$ cat src/rtl/pipe_hazard_ctrl.sv
// Hazard sequencer for the 5-stage pipeline: load-use bubble, taken-branch flush, data-memory wait and timeout trap.
// Optional perf counters are enabled with `define PIPE_HAZARD_CTRL_PERF_EN.
module pipe_hazard_ctrl #(
  parameter int WAIT_MAX = 15,
  parameter int CNT_W    = 8
) (
  input  logic        clk,
  input  logic        rst,
  input  logic [4:0]  id_rs,
  input  logic [4:0]  id_rt,
  input  logic        id_uses_rt,
  input  logic        ex_memread,
  input  logic [4:0]  ex_rt,
  input  logic        ex_branch_taken,
  input  logic        mem_req,
  input  logic        mem_ack,
  output logic        pc_ce,
  output logic        if_id_ce,
  output logic        id_ex_ce,
  output logic        ex_mem_ce,
  output logic        mem_wb_ce,
  output logic        if_id_flush,
  output logic        id_ex_flush,
  output logic        mem_err,
  output logic [31:0] stall_cycles,
  output logic [31:0] flush_count
);

  typedef enum logic [1:0] {RUN = 2'd0, MEM_WAIT = 2'd1, TRAP = 2'd2} state_t;

  state_t           state;
  logic [CNT_W-1:0] wcnt;
  logic             memstall;
  logic             lu;

  assign memstall = mem_req & ~mem_ack;
  assign lu = ex_memread & (ex_rt != 5'd0) &
              ((ex_rt == id_rs) | (id_uses_rt & (ex_rt == id_rt)));

  // Everything holds while reset is asserted or the pipe is trapped.
  always_comb begin
    pc_ce       = 1'b0;
    if_id_ce    = 1'b0;
    id_ex_ce    = 1'b0;
    ex_mem_ce   = 1'b0;
    mem_wb_ce   = 1'b0;
    if_id_flush = 1'b0;
    id_ex_flush = 1'b0;
    if (!rst && state != TRAP) begin
      if (memstall) begin
        pc_ce = 1'b0;
      end else if (ex_branch_taken) begin
        pc_ce       = 1'b1;
        if_id_ce    = 1'b1;
        id_ex_ce    = 1'b1;
        ex_mem_ce   = 1'b1;
        mem_wb_ce   = 1'b1;
        if_id_flush = 1'b1;
        id_ex_flush = 1'b1;
      end else if (lu) begin
        id_ex_ce    = 1'b1;
        id_ex_flush = 1'b1;
        ex_mem_ce   = 1'b1;
        mem_wb_ce   = 1'b1;
      end else begin
        pc_ce     = 1'b1;
        if_id_ce  = 1'b1;
        id_ex_ce  = 1'b1;
        ex_mem_ce = 1'b1;
        mem_wb_ce = 1'b1;
      end
    end
  end

  always_ff @(posedge clk or posedge rst) begin
    if (rst) begin
      state   <= RUN;
      wcnt    <= '0;
      mem_err <= 1'b0;
    end else begin
      case (state)
        RUN, MEM_WAIT: begin
          if (memstall) begin
            wcnt <= wcnt + CNT_W'(1);
            // This stall cycle is the WAIT_MAX-th in a row.
            if (wcnt == CNT_W'(WAIT_MAX - 1)) begin
              state   <= TRAP;
              mem_err <= 1'b1;
            end else begin
              state <= MEM_WAIT;
            end
          end else begin
            state <= RUN;
            wcnt  <= '0;
          end
        end
        default: begin
          state   <= TRAP;
          mem_err <= 1'b1;
        end
      endcase
    end
  end

`ifdef PIPE_HAZARD_CTRL_PERF_EN
  always_ff @(posedge clk or posedge rst) begin
    if (rst) begin
      stall_cycles <= '0;
      flush_count  <= '0;
    end else begin
      if (!pc_ce && state != TRAP) stall_cycles <= stall_cycles + 32'd1;
      if (if_id_flush | id_ex_flush) flush_count <= flush_count + 32'd1;
    end
  end
`else
  assign stall_cycles = 32'd0;
  assign flush_count  = 32'd0;
`endif

endmodule

$ cat config.mk
export PLATFORM = sky130hd
export DESIGN_NAME = pipe_hazard_ctrl
export DESIGN_NICKNAME = d
export VERILOG_FILES = /design/src/rtl/pipe_hazard_ctrl.sv
export SDC_FILE = /design/constraint.sdc
export NUM_CORES = 1
export LEC_CHECK = 0
export ABC_AREA = 1
export CORE_MARGIN = 10
export CORE_UTILIZATION = 35
export CTS_CLUSTER_DIAMETER = 100
export DETAILED_ROUTE_END_ITERATION = 16
export GPL_TIMING_DRIVEN = 1
export PLACE_DENSITY = 0.86
export SYNTH_ARGS = -nofsm -noshare
export SYNTH_HDL_FRONTEND = slang
export SYNTH_SLANG_ARGS = --single-unit
export TNS_END_PERCENT = 1
$ cat constraint.sdc
create_clock -name clk -period 1.91 [get_ports clk]
set_clock_uncertainty 0.1 [all_clocks]
set_input_delay 0.382 -clock clk [delete_from_list [all_inputs] [get_ports clk]]
set_output_delay 0.382 -clock clk [all_outputs]
set_load 0.01 [all_outputs]
==> summary.txt, run 1 <==
Outcome
  • Status: finished, final reports clean

Routing
  • Drc violations: 0
  • Detailed Route WL: 3.13 mm
  • Wirelength per Cell: 11.1 um
  • Number of DRC markers in iteration 0: 24
  • Via count: 1,054
  • Vias per cell: 3.72
  • First-pass DRT Iterations: 4
  • Final ANT Viol Nets: 0

Min path
  • Hold Crit Class: in2async

Placed design
  • RD Place Congestion: 0.826
  • PortBufs: 29
  • Placed Area: 0.00146 mm2
  • Hpwl dp: 2.79 mm
  • Placed Cells: 275

Synthesis
  • Mapped Area: 0.00133 mm2
  • Netlist cell types: 23
  • Seq cells post-synth: 11
  • Sequential area share after synthesis: 0.208
  • Mapped Cells: 196
  • Yosys warns: 0
  • Mean Syn Cell Area: 6.77 um2

Power
  • Cell area power density: 416 mW/mm2
  • Peak VDD IR: 0.330 mV
  • Switching pwr: 204 uW
  • Sw frac: 0.322
  • Power share of the clock group: 0.377
  • Sequential share of power: 0.380
  • Internal Pwr Total: 428 uW
  • Share of power burned in combinational logic: 0.242
  • Pwr Total: 632 uW
  • Leak Pwr: 0.000910 uW

Global routing
  • First-pass GRT wire length: 4.89 mm
  • Initial antenna violation count: 0
  • Largest net degree at the start of global routing: 12
  • GR Util All Layers: 0.0919
  • Vias in the first global route: 1,090
  • Grt ovf: 0

Clocking
  • CTS tree: done
  • Clock Latency Late Sink: 0.24 ns
  • Clk buf depth: 2
  • Num CTS Buffers: 3
  • Clock-pin slew on the worst setup and hold paths: 0.05 ns
  • Root buf cell: clkbuf_8
  • CTS Sinks: 11
  • CTS H-tree depth: 1

Critical path
  • Startpoint Class: register
  • Setup crit end kind: output pin
  • CP Launch Point: state[1]
  • CP max-delay cell: dfrtp_1
  • Worst r2r src: wcnt[0]
  • Critical Path AT: 1.36 ns
  • Crit-path cells: inv_4 > o21ai_2 > nor2_2 > buf_6 > buf_6 > nand3_2 > nand2_1 > buf_2
  • WS Path Type: reg2out
  • Crit Path Max Fanout: 3
  • Crit-path most repeated cell: buf_6
  • Slowest Stage Delay on Critical Path: 0.40 ns
  • Buf/Inv on CP: 4
  • CP required: 1.43 ns
  • Crit path max-delay family: buffers and inverters

Layout
  • ANT cells: 0
  • Share of layout cells above drive strength 1: 0.187
  • Filler cell count: 406
  • Finished Cell Area: 0.00152 mm2
  • Final non-filler cell total: 283
  • Final nets: 260
  • Syn-to-layout area delta: 14.4%
  • Footprint of the multi-input gates: 713 um2
  • Register area: 275 um2

Floorplan
  • Die area: 0.00665 mm2
  • Die Width: 81.6 um
  • I/O pins: 94
  • Core Box Area: 0.00366 mm2
  • Row count: 22
  • Die Y-Extent: 81.6 um
  • Starting Density: 0.362

Timing
  • Fin crit period: 1.84 ns
  • Max Slew Vio Count: 0
  • Final setup fails: 0
  • FMAX: 544 MHz
  • Final TNS setup: 0 ns
  • RSZ-0062 raised after global routing: yes
  • Final hold violation count: 0
  • Final cycle utilization of the critical path: 0.963

Flow run
  • Max-Cap Viols: 0
state kept, by name (all words and copies together), names as in the netlist:
name	count
mem_err	1
wcnt	8
state	2
per-stage QoR:
step / setup slack, ns / utilization / hold WS, ns
after floorplan: 0.0239 / - / 0.141
after global placement: -0.589 / 0.398 / 0.364
after detailed placement: -0.609 / 0.398 / 0.368
after CTS: 0.0113 / 0.415 / 0.187
after global routing: -0.0227 / 0.415 / 0.207
final: 0.0702 / 0.415 / 0.182
synthesized netlist by cell type:
cell type	n	area, um2
a21oi_1	3	15.0
buf_4	67	503
conb_1	1	3.75
dfrtp_1	11	275
ha_1	2	25.0
inv_1	25	93.8
inv_4	1	6.26
nand2_1	46	173
nand2_2	1	6.26
nand2_4	1	11.3
nand3_1	5	25.0
nand3b_1	1	7.51
nand4_1	3	18.8
nor2_1	15	56.3
nor2_2	1	6.26
nor2_4	1	11.3
nor3_1	2	10.0
nor3b_2	3	37.5
nor4_1	1	6.26
o21ai_0	3	15.0
o21ai_1	1	5.00
or2_2	1	6.26
xnor2_1	1	8.76
repair_timing:
item / in CTS / in global routing
setup buffers: 3 / 1
hold buffers: 0 / 0
resized for setup: 49 / 19
cloned: 0 / 0
pin swaps: 12 / 11
setup endpoints to repair: 7 / 7
kinds of logic (layout without fill, tap and decap cells):
| group | after synthesis | after routing | share of synthesized area |
|---|---|---|---|
| AND/OR/NAND/NOR | 81 | 81 | 0.283 |
| other | 1 | 64 | 0.00283 |
| buffers and inverters | 93 | 69 | 0.455 |
| adder cells (fa/ha/maj) | 2 | 2 | 0.0189 |
| XOR/XNOR | 1 | 1 | 0.00660 |
| AO/OA/AOI/OAI | 7 | 7 | 0.0264 |
| flip-flops | 11 | 11 | 0.208 |
power groups by stage:
stage	Clock (uW)	Sequential, uW	Combinational [uW]
3_5_place_dp	0	244	156
6_report	239	240	153
5_1_grt	260	241	175
2_1_floorplan	0	243	194
3_3_place_gp	0	244	155
4_1_cts	244	240	144
layer usage:
| layer | up-vias | share of wire | track usage |
|---|---|---|---|
| met2 | 46 | 0.55 | 0.188 |
| met3 | 5 | 0.11 | 0.0273 |
| met1 | 467 | 0.33 | 0.0841 |
| li1 | 536 | - | - |
| met4 | 0 | 0.0099 | 0.0260 |
| met5 | - | 0 | 0 |
placed cells by master (no fill, tap or decap), types with 3 or more instances in the layout:
master,count
clkdlybuf4s15_1,4
o21ai_0,3
a21oi_1,3
nor2_1,12
conb_1,64
inv_2,3
nor2_2,4
nor3b_2,3
buf_6,4
nand2_2,6
clkbuf_8,3
buf_4,8
inv_1,22
dfrtp_1,11
nand3_1,4
nand4_1,3
clkdlybuf4s50_1,3
nand2_1,41
dlygate4sd2_1,13
clkbuf_2,5
worst paths after layout:
check,end,slack (ns),cells after the start
min,state[1],0.18,3
max reg2reg,mem_err,0.40,6
max,id_ex_flush,0.07,8
max in group asynchronous,wcnt[0],1.37,3
min reg2reg,mem_err,0.38,1
min in group clk,mem_err,0.38,1
worst register-to-register path: cells and delay by family (launching register included):
kind | cells | cell delay, ns
fa+ha+maj | 1 | 0.17
buf+inv | 1 | 0.15
flops | 1 | 0.37
simple gates | 4 | 0.64
layout make-up:
class / count / share of cell area
sequential: 11 / 0.181
timing repair buffer: 39 / 0.214
clock buffer: 4 / 0.0297
inverter: 26 / 0.0660
multi-input combinational: 155 / 0.470
tap: 48 / 0.0396
Note: power is estimated with default switching activity, not from simulation.
==> inputs of run 2 (changes only) <==
SLEW_MARGIN = 20   (was default)
==> results of run 2 <==
No change in the layout: final DEF, timing and power equal those of run 1.
